### src/rtl/mem_port_arbiter_pkg.sv
// Shared core constants and types for the memory port arbiter and its committed-store FIFO.
package mem_port_arbiter_pkg;

    localparam int LOAD_WAIT_DEF    = 2;
    localparam int SFIFO_DEPTH_DEF  = 4;
    localparam int STARVE_LIMIT_DEF = 8;
    localparam int ADDR_W           = 16;
    localparam int DATA_W           = 16;
    localparam int ROB_W            = 6;

    typedef logic [ADDR_W-1:0] addr_t;
    typedef logic [DATA_W-1:0] data_t;
    typedef logic [ROB_W-1:0]  rob_t;

    // Which requester owns the single memory port this cycle.
    typedef enum logic [1:0] {
        GNT_NONE  = 2'd0,
        GNT_LOAD  = 2'd1,
        GNT_STORE = 2'd2
    } grant_e;

endpackage

### src/rtl/commit_store_fifo.sv
// Circular FIFO of committed stores with a combinational youngest-match search
// used for store-to-load forwarding.
module commit_store_fifo
    import mem_port_arbiter_pkg::*;
#(
    parameter int DEPTH = SFIFO_DEPTH_DEF
) (
    input  logic  clk,
    input  logic  rst,
    input  logic  push_i,
    input  addr_t push_addr_i,
    input  data_t push_data_i,
    input  logic  pop_i,
    input  addr_t search_addr_i,
    output logic  full_o,
    output logic  empty_o,
    output addr_t head_addr_o,
    output data_t head_data_o,
    output logic  hit_o,
    output data_t hit_data_o
);

    localparam int PTR_W = (DEPTH > 1) ? $clog2(DEPTH) : 1;
    localparam int CNT_W = $clog2(DEPTH + 1);

    addr_t            addr_q [DEPTH];
    data_t            data_q [DEPTH];
    logic [PTR_W-1:0] rd_ptr_q, rd_ptr_d;
    logic [PTR_W-1:0] wr_ptr_q, wr_ptr_d;
    logic [CNT_W-1:0] count_q, count_d;
    logic             do_push;
    logic             do_pop;

    function automatic logic [PTR_W-1:0] ptr_inc(input logic [PTR_W-1:0] p);
        return (p == PTR_W'(DEPTH - 1)) ? '0 : p + 1'b1;
    endfunction

    function automatic logic [PTR_W-1:0] slot_idx(input logic [PTR_W-1:0] base, input int k);
        int s;
        s = int'(base) + k;
        if (s >= DEPTH) s = s - DEPTH;
        return PTR_W'(s);
    endfunction

    assign full_o      = (count_q == CNT_W'(DEPTH));
    assign empty_o     = (count_q == '0);
    assign do_push     = push_i && !full_o;
    assign do_pop      = pop_i && !empty_o;
    assign head_addr_o = addr_q[rd_ptr_q];
    assign head_data_o = data_q[rd_ptr_q];

    always_comb begin
        rd_ptr_d = rd_ptr_q;
        wr_ptr_d = wr_ptr_q;
        count_d  = count_q;
        if (do_push) wr_ptr_d = ptr_inc(wr_ptr_q);
        if (do_pop)  rd_ptr_d = ptr_inc(rd_ptr_q);
        case ({do_push, do_pop})
            2'b10:   count_d = count_q + 1'b1;
            2'b01:   count_d = count_q - 1'b1;
            default: count_d = count_q;
        endcase
    end

    // Walk oldest to youngest so later hits override earlier ones; the head being
    // popped this cycle is already in memory, and a same-cycle push is youngest.
    always_comb begin
        hit_o      = 1'b0;
        hit_data_o = '0;
        for (int k = 0; k < DEPTH; k++) begin
            if ((k < int'(count_q)) && !(do_pop && (k == 0)) &&
                (addr_q[slot_idx(rd_ptr_q, k)] == search_addr_i)) begin
                hit_o      = 1'b1;
                hit_data_o = data_q[slot_idx(rd_ptr_q, k)];
            end
        end
        if (do_push && (push_addr_i == search_addr_i)) begin
            hit_o      = 1'b1;
            hit_data_o = push_data_i;
        end
    end

    always_ff @(posedge clk) begin
        if (rst) begin
            rd_ptr_q <= '0;
            wr_ptr_q <= '0;
            count_q  <= '0;
        end else begin
            rd_ptr_q <= rd_ptr_d;
            wr_ptr_q <= wr_ptr_d;
            count_q  <= count_d;
        end
    end

    always_ff @(posedge clk) begin
        if (!rst && do_push) begin
            addr_q[wr_ptr_q] <= push_addr_i;
            data_q[wr_ptr_q] <= push_data_i;
        end
    end

endmodule

### src/rtl/mem_port_arbiter.sv
// Single-port memory arbiter: loads take priority, committed stores drain from a FIFO
// and are forced through when the FIFO fills or a store has waited too long.
module mem_port_arbiter
    import mem_port_arbiter_pkg::*;
#(
    parameter int LOAD_WAIT    = LOAD_WAIT_DEF,
    parameter int SFIFO_DEPTH  = SFIFO_DEPTH_DEF,
    parameter int STARVE_LIMIT = STARVE_LIMIT_DEF
) (
    input  logic              clk,
    input  logic              rst,
    input  logic              flush,
    input  logic              ld_valid,
    input  logic [ADDR_W-1:0] ld_addr,
    input  logic [ROB_W-1:0]  ld_rob,
    output logic              ld_stall,
    input  logic              st_valid,
    input  logic [ADDR_W-1:0] st_addr,
    input  logic [DATA_W-1:0] st_data,
    output logic              st_ready,
    output logic              mem_en,
    output logic              mem_wen,
    output logic [ADDR_W-1:0] mem_addr,
    output logic [DATA_W-1:0] mem_wdata,
    input  logic [DATA_W-1:0] mem_rdata,
    output logic              resp_valid,
    output logic [DATA_W-1:0] resp_data,
    output logic [ROB_W-1:0]  resp_rob
);

    localparam int STV_W = $clog2(STARVE_LIMIT + 1);

    grant_e           grant;
    logic             fifo_full;
    logic             fifo_empty;
    addr_t            head_addr;
    data_t            head_data;
    logic             fwd_hit;
    data_t            fwd_data;
    logic             force_store;
    logic [STV_W-1:0] starve_q, starve_d;

    logic  vld_q      [LOAD_WAIT];
    logic  vld_d      [LOAD_WAIT];
    rob_t  rob_q      [LOAD_WAIT];
    rob_t  rob_d      [LOAD_WAIT];
    logic  fwd_q      [LOAD_WAIT];
    logic  fwd_d      [LOAD_WAIT];
    data_t fwd_data_q [LOAD_WAIT];
    data_t fwd_data_d [LOAD_WAIT];

    commit_store_fifo #(
        .DEPTH (SFIFO_DEPTH)
    ) u_fifo (
        .clk           (clk),
        .rst           (rst),
        .push_i        (st_valid),
        .push_addr_i   (st_addr),
        .push_data_i   (st_data),
        .pop_i         (grant == GNT_STORE),
        .search_addr_i (ld_addr),
        .full_o        (fifo_full),
        .empty_o       (fifo_empty),
        .head_addr_o   (head_addr),
        .head_data_o   (head_data),
        .hit_o         (fwd_hit),
        .hit_data_o    (fwd_data)
    );

    assign force_store = fifo_full || (starve_q == STV_W'(STARVE_LIMIT));
    assign ld_stall    = force_store && !rst;
    assign st_ready    = !fifo_full || rst;

    always_comb begin
        grant = GNT_NONE;
        if (rst) begin
            grant = GNT_NONE;
        end else if (ld_valid && !force_store && !flush) begin
            grant = GNT_LOAD;
        end else if (!fifo_empty) begin
            grant = GNT_STORE;
        end
    end

    always_comb begin
        mem_en    = 1'b0;
        mem_wen   = 1'b0;
        mem_addr  = '0;
        mem_wdata = '0;
        case (grant)
            GNT_LOAD: begin
                mem_en   = 1'b1;
                mem_addr = ld_addr;
            end
            GNT_STORE: begin
                mem_en    = 1'b1;
                mem_wen   = 1'b1;
                mem_addr  = head_addr;
                mem_wdata = head_data;
            end
            default: ;
        endcase
    end

    always_comb begin
        starve_d = starve_q;
        if (fifo_empty || (grant == GNT_STORE)) begin
            starve_d = '0;
        end else if (starve_q != STV_W'(STARVE_LIMIT)) begin
            starve_d = starve_q + 1'b1;
        end
    end

    // Stage 0 captures the grant; the last stage lines up with mem_rdata.
    always_comb begin
        vld_d[0]      = (grant == GNT_LOAD);
        rob_d[0]      = ld_rob;
        fwd_d[0]      = fwd_hit;
        fwd_data_d[0] = fwd_data;
        for (int i = 1; i < LOAD_WAIT; i++) begin
            vld_d[i]      = vld_q[i-1];
            rob_d[i]      = rob_q[i-1];
            fwd_d[i]      = fwd_q[i-1];
            fwd_data_d[i] = fwd_data_q[i-1];
        end
        if (flush) begin
            for (int i = 0; i < LOAD_WAIT; i++) vld_d[i] = 1'b0;
        end
    end

    always_ff @(posedge clk) begin
        if (rst) begin
            starve_q <= '0;
            for (int i = 0; i < LOAD_WAIT; i++) begin
                vld_q[i]      <= 1'b0;
                rob_q[i]      <= '0;
                fwd_q[i]      <= 1'b0;
                fwd_data_q[i] <= '0;
            end
        end else begin
            starve_q <= starve_d;
            for (int i = 0; i < LOAD_WAIT; i++) begin
                vld_q[i]      <= vld_d[i];
                rob_q[i]      <= rob_d[i];
                fwd_q[i]      <= fwd_d[i];
                fwd_data_q[i] <= fwd_data_d[i];
            end
        end
    end

    assign resp_valid = vld_q[LOAD_WAIT-1] && !rst;
    assign resp_rob   = resp_valid ? rob_q[LOAD_WAIT-1] : '0;
    assign resp_data  = !resp_valid ? '0 :
                        (fwd_q[LOAD_WAIT-1] ? fwd_data_q[LOAD_WAIT-1] : mem_rdata);

endmodule

### config.mk
export PLATFORM = sky130hd
export DESIGN_NAME = mem_port_arbiter
export DESIGN_NICKNAME = d
export VERILOG_FILES = /design/src/rtl/mem_port_arbiter_pkg.sv /design/src/rtl/commit_store_fifo.sv /design/src/rtl/mem_port_arbiter.sv
export SDC_FILE = /design/constraint.sdc
export NUM_CORES = 1
export LEC_CHECK = 0
export ABC_AREA = 1
export CAP_MARGIN = 0
export CORE_MARGIN = 2
export CORE_UTILIZATION = 52
export DETAILED_ROUTE_END_ITERATION = 12
export PLACE_DENSITY = 0.8
export RECOVER_POWER = 100
export SYNTH_ARGS = -nofsm -noshare
export SYNTH_HDL_FRONTEND = slang
export SYNTH_SLANG_ARGS = --single-unit
export TNS_END_PERCENT = 100
### constraint.sdc
create_clock -name clk -period 7.55 [get_ports clk]
set_input_delay 1.8875 -clock clk [delete_from_list [all_inputs] [get_ports clk]]
set_output_delay 1.8875 -clock clk [all_outputs]
set_load 0.01 [all_outputs]
# [Word-level counts from Yosys, hierarchy flattened]
# Memory sizes are Yosys's and may differ from the RTL's. A register that Yosys moved wholly into a read port is not among the register bits.
# Index checks and enable logic that the tools add are counted.
[classes] bitwise_logic=8 div_mod_pow=0 shifts=0 addsub=12 eq_ne=14 n_reduce_logical=26 n_lt_le_gt_ge=8 n_mul=0 n_mux=49
[op_table] operator="16-bit 2-to-1 mux" n=10
[op_table] operator="16-bit equality test" n=5
[op_table] operator="2-bit 2-to-1 mux" n=18
[op_table] operator="16-bit one-hot mux with 2 select lines" n=1
[op_table] operator="6-bit 2-to-1 mux" n=3
[op_table] operator="1-bit 2-to-1 mux" n=16
[op_table] operator="1-bit logical AND" n=13
[op_table] operator="3-bit greater-or-equal comparator, second input constant" n=3
[op_table] operator="2-bit equality test, second input constant" n=4
[op_table] operator="1-bit OR" n=8
[op_table] operator="2-bit by 1-bit subtractor with 2-bit output, second input constant" n=4
[op_table] operator="2-bit by 2-bit adder with 3-bit output, second input constant" n=2
[op_table] operator="1-bit zero test" n=6
[op_table] operator="1-bit by 3-bit less-than comparator with 1-bit output, first input constant" n=2
[op_table] operator="2-bit by 3-bit less-than comparator with 1-bit output, first input constant" n=2
[op_table] operator="3-bit one-hot mux with 2 select lines" n=1
[op_table] operator="2-bit by 1-bit adder with 2-bit output, second input constant" n=2
[op_table] operator="4-bit by 1-bit adder with 4-bit output, second input constant" n=1
[op_table] operator="2-bit by 1-bit equality test with 1-bit output, second input constant" n=2
[op_table] operator="4-bit equality test, second input constant" n=1
[op_table] operator="4-bit != test, second input constant" n=1
[op_table] operator="2-bit OR reduction" n=2
[op_table] operator="2-bit by 1-bit adder with 3-bit output, second input constant" n=1
[op_table] operator="3-bit by 1-bit adder with 3-bit output, second input constant" n=1
[op_table] operator="other kinds (6)" n=8
[totals] latch_bits=0 mem_count=6 elab_cells=127 inputBits=75 register_bits=11 romBits=0 mem_bits_rw=176
[mem_list] name="u_fifo.addr_q" depth=4 width=16 rd=5 rd_clocked_by_memory_dff=1 write_ports=1 line_no="commit_store_fifo.sv:26" source="addr_t addr_q [DEPTH];"
[mem_list] name="u_fifo.data_q" depth=4 width=16 rd=5 rd_clocked_by_memory_dff=1 write_ports=1 line_no="commit_store_fifo.sv:27" source="data_t data_q [DEPTH];"
[mem_list] name="fwd_data_q" depth=2 width=16 rd=2 rd_clocked_by_memory_dff=0 write_ports=2 line_no="mem_port_arbiter.sv:49" source="data_t fwd_data_q [LOAD_WAIT];"
[mem_list] name="rob_q" depth=2 width=6 rd=2 rd_clocked_by_memory_dff=0 write_ports=2 line_no="mem_port_arbiter.sv:45" source="rob_t rob_q [LOAD_WAIT];"
[mem_list] name="fwd_q" depth=2 width=1 rd=2 rd_clocked_by_memory_dff=0 write_ports=2 line_no="mem_port_arbiter.sv:47" source="logic fwd_q [LOAD_WAIT];"
[mem_list] name="vld_q" depth=2 width=1 rd=2 rd_clocked_by_memory_dff=0 write_ports=2 line_no="mem_port_arbiter.sv:43" source="logic vld_q [LOAD_WAIT];"

# [Longest topological paths before layout]
# An unclocked memory read counts as a cell.
[logic_depth] depth_word=20 mapped_depth=24

# [By module]
# From an unflattened synthesis, not the netlist that was laid out.
[unflattened] cells_unflattened=1825 hier_area_um2=12781.0
[modules_own_cells] module="commit_store_fifo" area_per_inst_um2=10349.9 cells_per_inst=1476 n_inst=1
[modules_own_cells] module="mem_port_arbiter" area_per_inst_um2=2431.1 cells_per_inst=349 n_inst=1

# [Least setup slack after synthesis]
# Ideal clock, no wire load.
[synth_path] path_type="input -> output" start="input port rst" end="output port mem_wdata[10]" path_stages=10 setup_slack_ns=1.943 required_ns=5.662 arrival_ns=3.719 cell_sequence="clkbuf_1 -> clkinv_1 -> clkbuf_1 -> nand3_1 -> inv_1 -> ha_1 -> clkbuf_1 -> clkinv_1 -> clkbuf_1 -> a21oi_1"
[synth_via] elab_chain_len=3
[synth_lines] item="from (decl)" line_no="mem_port_arbiter.sv:11" source="input logic rst,"
[synth_lines] item="2-bit 2-to-1 mux" line_no="mem_port_arbiter.sv:76" source="if (rst) begin"
[synth_lines] item="2-bit equality test" line_no="mem_port_arbiter.sv:90" source="case (grant)"
[synth_lines] item="16-bit 2-to-1 mux" line_no="mem_port_arbiter.sv:90"
[synth_lines] item="to (decl)" line_no="mem_port_arbiter.sv:24" source="output logic [DATA_W-1:0] mem_wdata,"
# No other way between the ends.

# [Worst setup path in the final report]
[layout_path] start="input port rst" end="output port mem_wdata[7]"
# The elaborated chain is that of the path after synthesis.

==> metrics.log <==
INFO  metric run_status = finished with violations
INFO  metric failed_checks = capacitance limit, slew limit
INFO  metric globalRouteOverflowTotal = 0
INFO  metric finalClockSkew = 0.01368 ns
INFO  metric floorplan.initialDensity = 52.46%
INFO  metric placement_rows = 56
INFO  metric async_reset_ff_share = 0%
INFO  metric ant_nets = 0
INFO  metric setup-tns-final = 0 ns
INFO  metric dpl_worst_slack = 0.8615 ns
INFO  metric post_cts.repair.setup_buffers = 0
INFO  metric vias_after_detailed_routing = 11,990
INFO  metric per_cell_routed_wire_length = 17.46 um
INFO  metric tritoncts_clock_tree = yes
INFO  metric antenna_found_initial = 1
INFO  metric critPathKind = input pin to output port
INFO  metric cts_hold_repair.buffers = 0
INFO  metric maxCapViolations = 4
INFO  metric timing_hold_violations_final = 0
INFO  metric core_area = 0.02326 mm^2
INFO  metric layout_min_cycle_time = 6.843 ns
INFO  metric post_cts_resize_count = 0
INFO  metric dieArea = 0.02471 mm^2
INFO  metric setup_slack = 0.7066 ns
INFO  metric htreeDepth = 4
INFO  metric floorplan.die.height = 157.2 um
INFO  metric crit_required = 5.66 ns
INFO  metric edff_count_synth = 128
INFO  metric netlist_area = 0.01220 mm^2
INFO  metric vdd_ir_drop_max = 162.8 uV
INFO  metric cts.reportedPaths.clkPinSlew = 0.07 ns
INFO  metric die_w = 157.2 um
INFO  metric fin_crit_sh = 90.64%
INFO  metric cp_slowest_stage_delay = 0.65 ns
INFO  metric cp.arrival = 4.96 ns
INFO  metric cp-end-kind = output port
INFO  metric top_level_i_o_count = 134
INFO  metric avgSynthCellArea = 7.074 um^2
INFO  metric drive_gt1_share = 3.902%
INFO  metric worstSkewPairLatency = 0.45 ns
INFO  metric cts_max_path_buffers = 2
INFO  metric drt_iter0_markers = 1,389
INFO  metric timing.critical_path.slowest_stage_cell = sky130_fd_sc_hd__dlygate4sd3_1
INFO  metric detailedPlacementHpwl = 24,220 um
INFO  metric sequential_area_share_after_synthesis = 41.51%
INFO  metric setup.worst_path.start_class = input pin
INFO  metric grt_usage = 30.02%
INFO  metric power.density = 204.3 mW/mm^2
INFO  metric grt_setup_unrepaired = no
INFO  metric global_route_wire_length_before_repair = 57,350 um
INFO  metric leakagePower = 0.006028 uW
INFO  metric slew_viol_final = 132
INFO  metric netlist_cell_types = 39
INFO  metric max-slew-margin-rel = -73.05%
INFO  metric actual_slew_at_the_worst_max_slew_pin = 2.596 ns
INFO  metric cell_breakdown_of_the_critical_path = dlygate4sd3_1, clkinv_1, buf_4, nand3_1, inv_1, ha_1, buf_4, clkinv_1, a21oi_1, dlygate4sd3_1
INFO  metric finalWeightedCongestion = 1.000
INFO  metric clkSinkCount = 189
INFO  metric buffer_ports.inserted = 133
INFO  metric hold_class = register to register
INFO  metric final_core_util = 60.53%
INFO  metric timing.fmax = 146.1 MHz
INFO  metric cts_root_buffer = sky130_fd_sc_hd__clkbuf_16
INFO  metric synth.net_count = 1,813
INFO  metric ys_seq_elements = 189
INFO  metric cts_buffers = 17
INFO  metric number_of_global_route_vias_before_repair = 11,060
INFO  metric critPathMaxFanout = 28
INFO  metric nNetsFinal = 1,869
INFO  metric routed_wl = 36,900 um
INFO  metric drtPass1Iterations = 7
INFO  metric drt-vias-per-instance = 5.669
INFO  metric synthesis.yosys.warnings = 0
INFO  metric n_fill_cell = 2,069
INFO  metric area_growth = 15.38%
INFO  metric synth_flop_cell = sky130_fd_sc_hd__edfxtp_1
INFO  metric setup_viol_count_final = 0
INFO  metric drc_errors = 0
INFO  metric synthesis.instances = 1,725
INFO  metric grt_start_max_net_pins = 99
## cell usage after synthesis, drive strengths merged (5+ instances only)
cell type,n,area share (%)
nand2,545,17
nand3,172,7.1
o21ai,168,6.9
nor2,154,5.0
inv,145,4.5
a21oi,128,5.2
edfxtp,128,31
buf,61,3.1
dfxtp,61,10
clkbuf,48,1.5
mux2i,32,2.6
xor2,24,1.7
nand3b,15,0.92
ha,13,1.3
nor3,7,0.38
o211ai,5,0.31
## per-layer routing
metal  global-route usage, %  routed length, um  share of wire [%]  vias up
met3                   6.002               3867                 10      108
met5                       0                  0                  0        -
met1                   39.96              15040                 41     5439
met4                   14.03               1366                3.7        0
li1                        -                  -                  -     5766
met2                   47.18              16630                 45      672
## logic make-up (layout without fill, tap and decap cells)
| group | after synthesis | after routing | share of synthesized area, % |
|---|---|---|---|
| AOI/OAI and AO/OA | 307 | 307 | 12.83 |
| and+or+nand+nor | 903 | 903 | 30.74 |
| buffers and inverters | 256 | 325 | 9.177 |
| other | 0 | 1 | 0 |
| muxes | 32 | 32 | 2.625 |
| DFF | 189 | 189 | 41.51 |
| adders and majority gates | 13 | 13 | 1.333 |
| xor gates and xnor gates | 25 | 25 | 1.794 |
## registers in the layout (all words and copies together) (netlist names), named ones only
register / flops
u_fifo.addr_q: 64
u_fifo.data_q: 64
fwd_data_q: 32
rob_q: 12
starve_q: 4
u_fifo.count_q: 3
fwd_q: 2
u_fifo.rd_ptr_q: 2
u_fifo.wr_ptr_q: 2
vld_q: 2
## per-stage QoR
step,total power [uW],area [um^2],hold slack [ns],std cells
floorplan,1741,12200,0.3883,1725
global placement,1963,13510,0.3897,2081
detailed placement,1983,13510,0.3959,2081
CTS,2865,14100,0.4062,2113
global route,3009,14080,0.4186,2113
finish,2877,14080,0.4054,2114
## worst max-delay path: cells and delay by family
| family | cells | cell delay [ns] |
|---|---|---|
| fa+ha+maj | 1 | 0.13 |
| buf+inv | 7 | 2.43 |
| simple gates | 1 | 0.15 |
| compound gates | 1 | 0.33 |
## power breakdown
group	total, uW	switching [uW]	internal [uW]
Sequential	1180	39.9	1140
Clock	900	440	460
Combinational	796	532	264
## cell usage in the layout, fill, tap and decap left out, drive strengths merged
cell	n
nor4	2
xnor2	1
o22ai	1
nand3	172
o221ai	1
a211oi	2
o21a	1
nand3b	15
nand2	545
ha	13
clkinv	8
mux2i	32
dfxtp	61
nor3	7
o211ai	5
a21oi	128
clkbuf	22
clkinvlp	1
nand4	3
buf	9
dlygate4sd3	92
o21ai	168
a22o	1
clkdlybuf4s50	41
and2	2
inv	152
xor2	24
nor2	154
diode	1
edfxtp	128
or2	3
## final timing paths
check                            startpoint  slack (ns)  cells past startpoint                end
worst max register to register     register        2.85                     14  fwd_data_q[0][13]
worst max-delay path                    rst        0.71                     10       mem_wdata[7]
worst min register to register  rob_q[0][0]        0.41                      2        rob_q[0][6]
worst min-delay path            rob_q[0][0]        0.41                      2        rob_q[0][6]
## area by class of cell
cell class              count  area, um^2  share of cell area, %
inverters                 147       556.8                  3.954
clock inverters            14       145.1                  1.031
clock buffers              18       450.4                  3.199
flip-flops and latches    189        5071                  36.02
diodes                      1       2.502                0.01777
well taps                 319       399.1                  2.835
repair buffers            146        1414                  10.04
multi-input cells        1280        6041                  42.90
(Power assumes the default switching activity.)
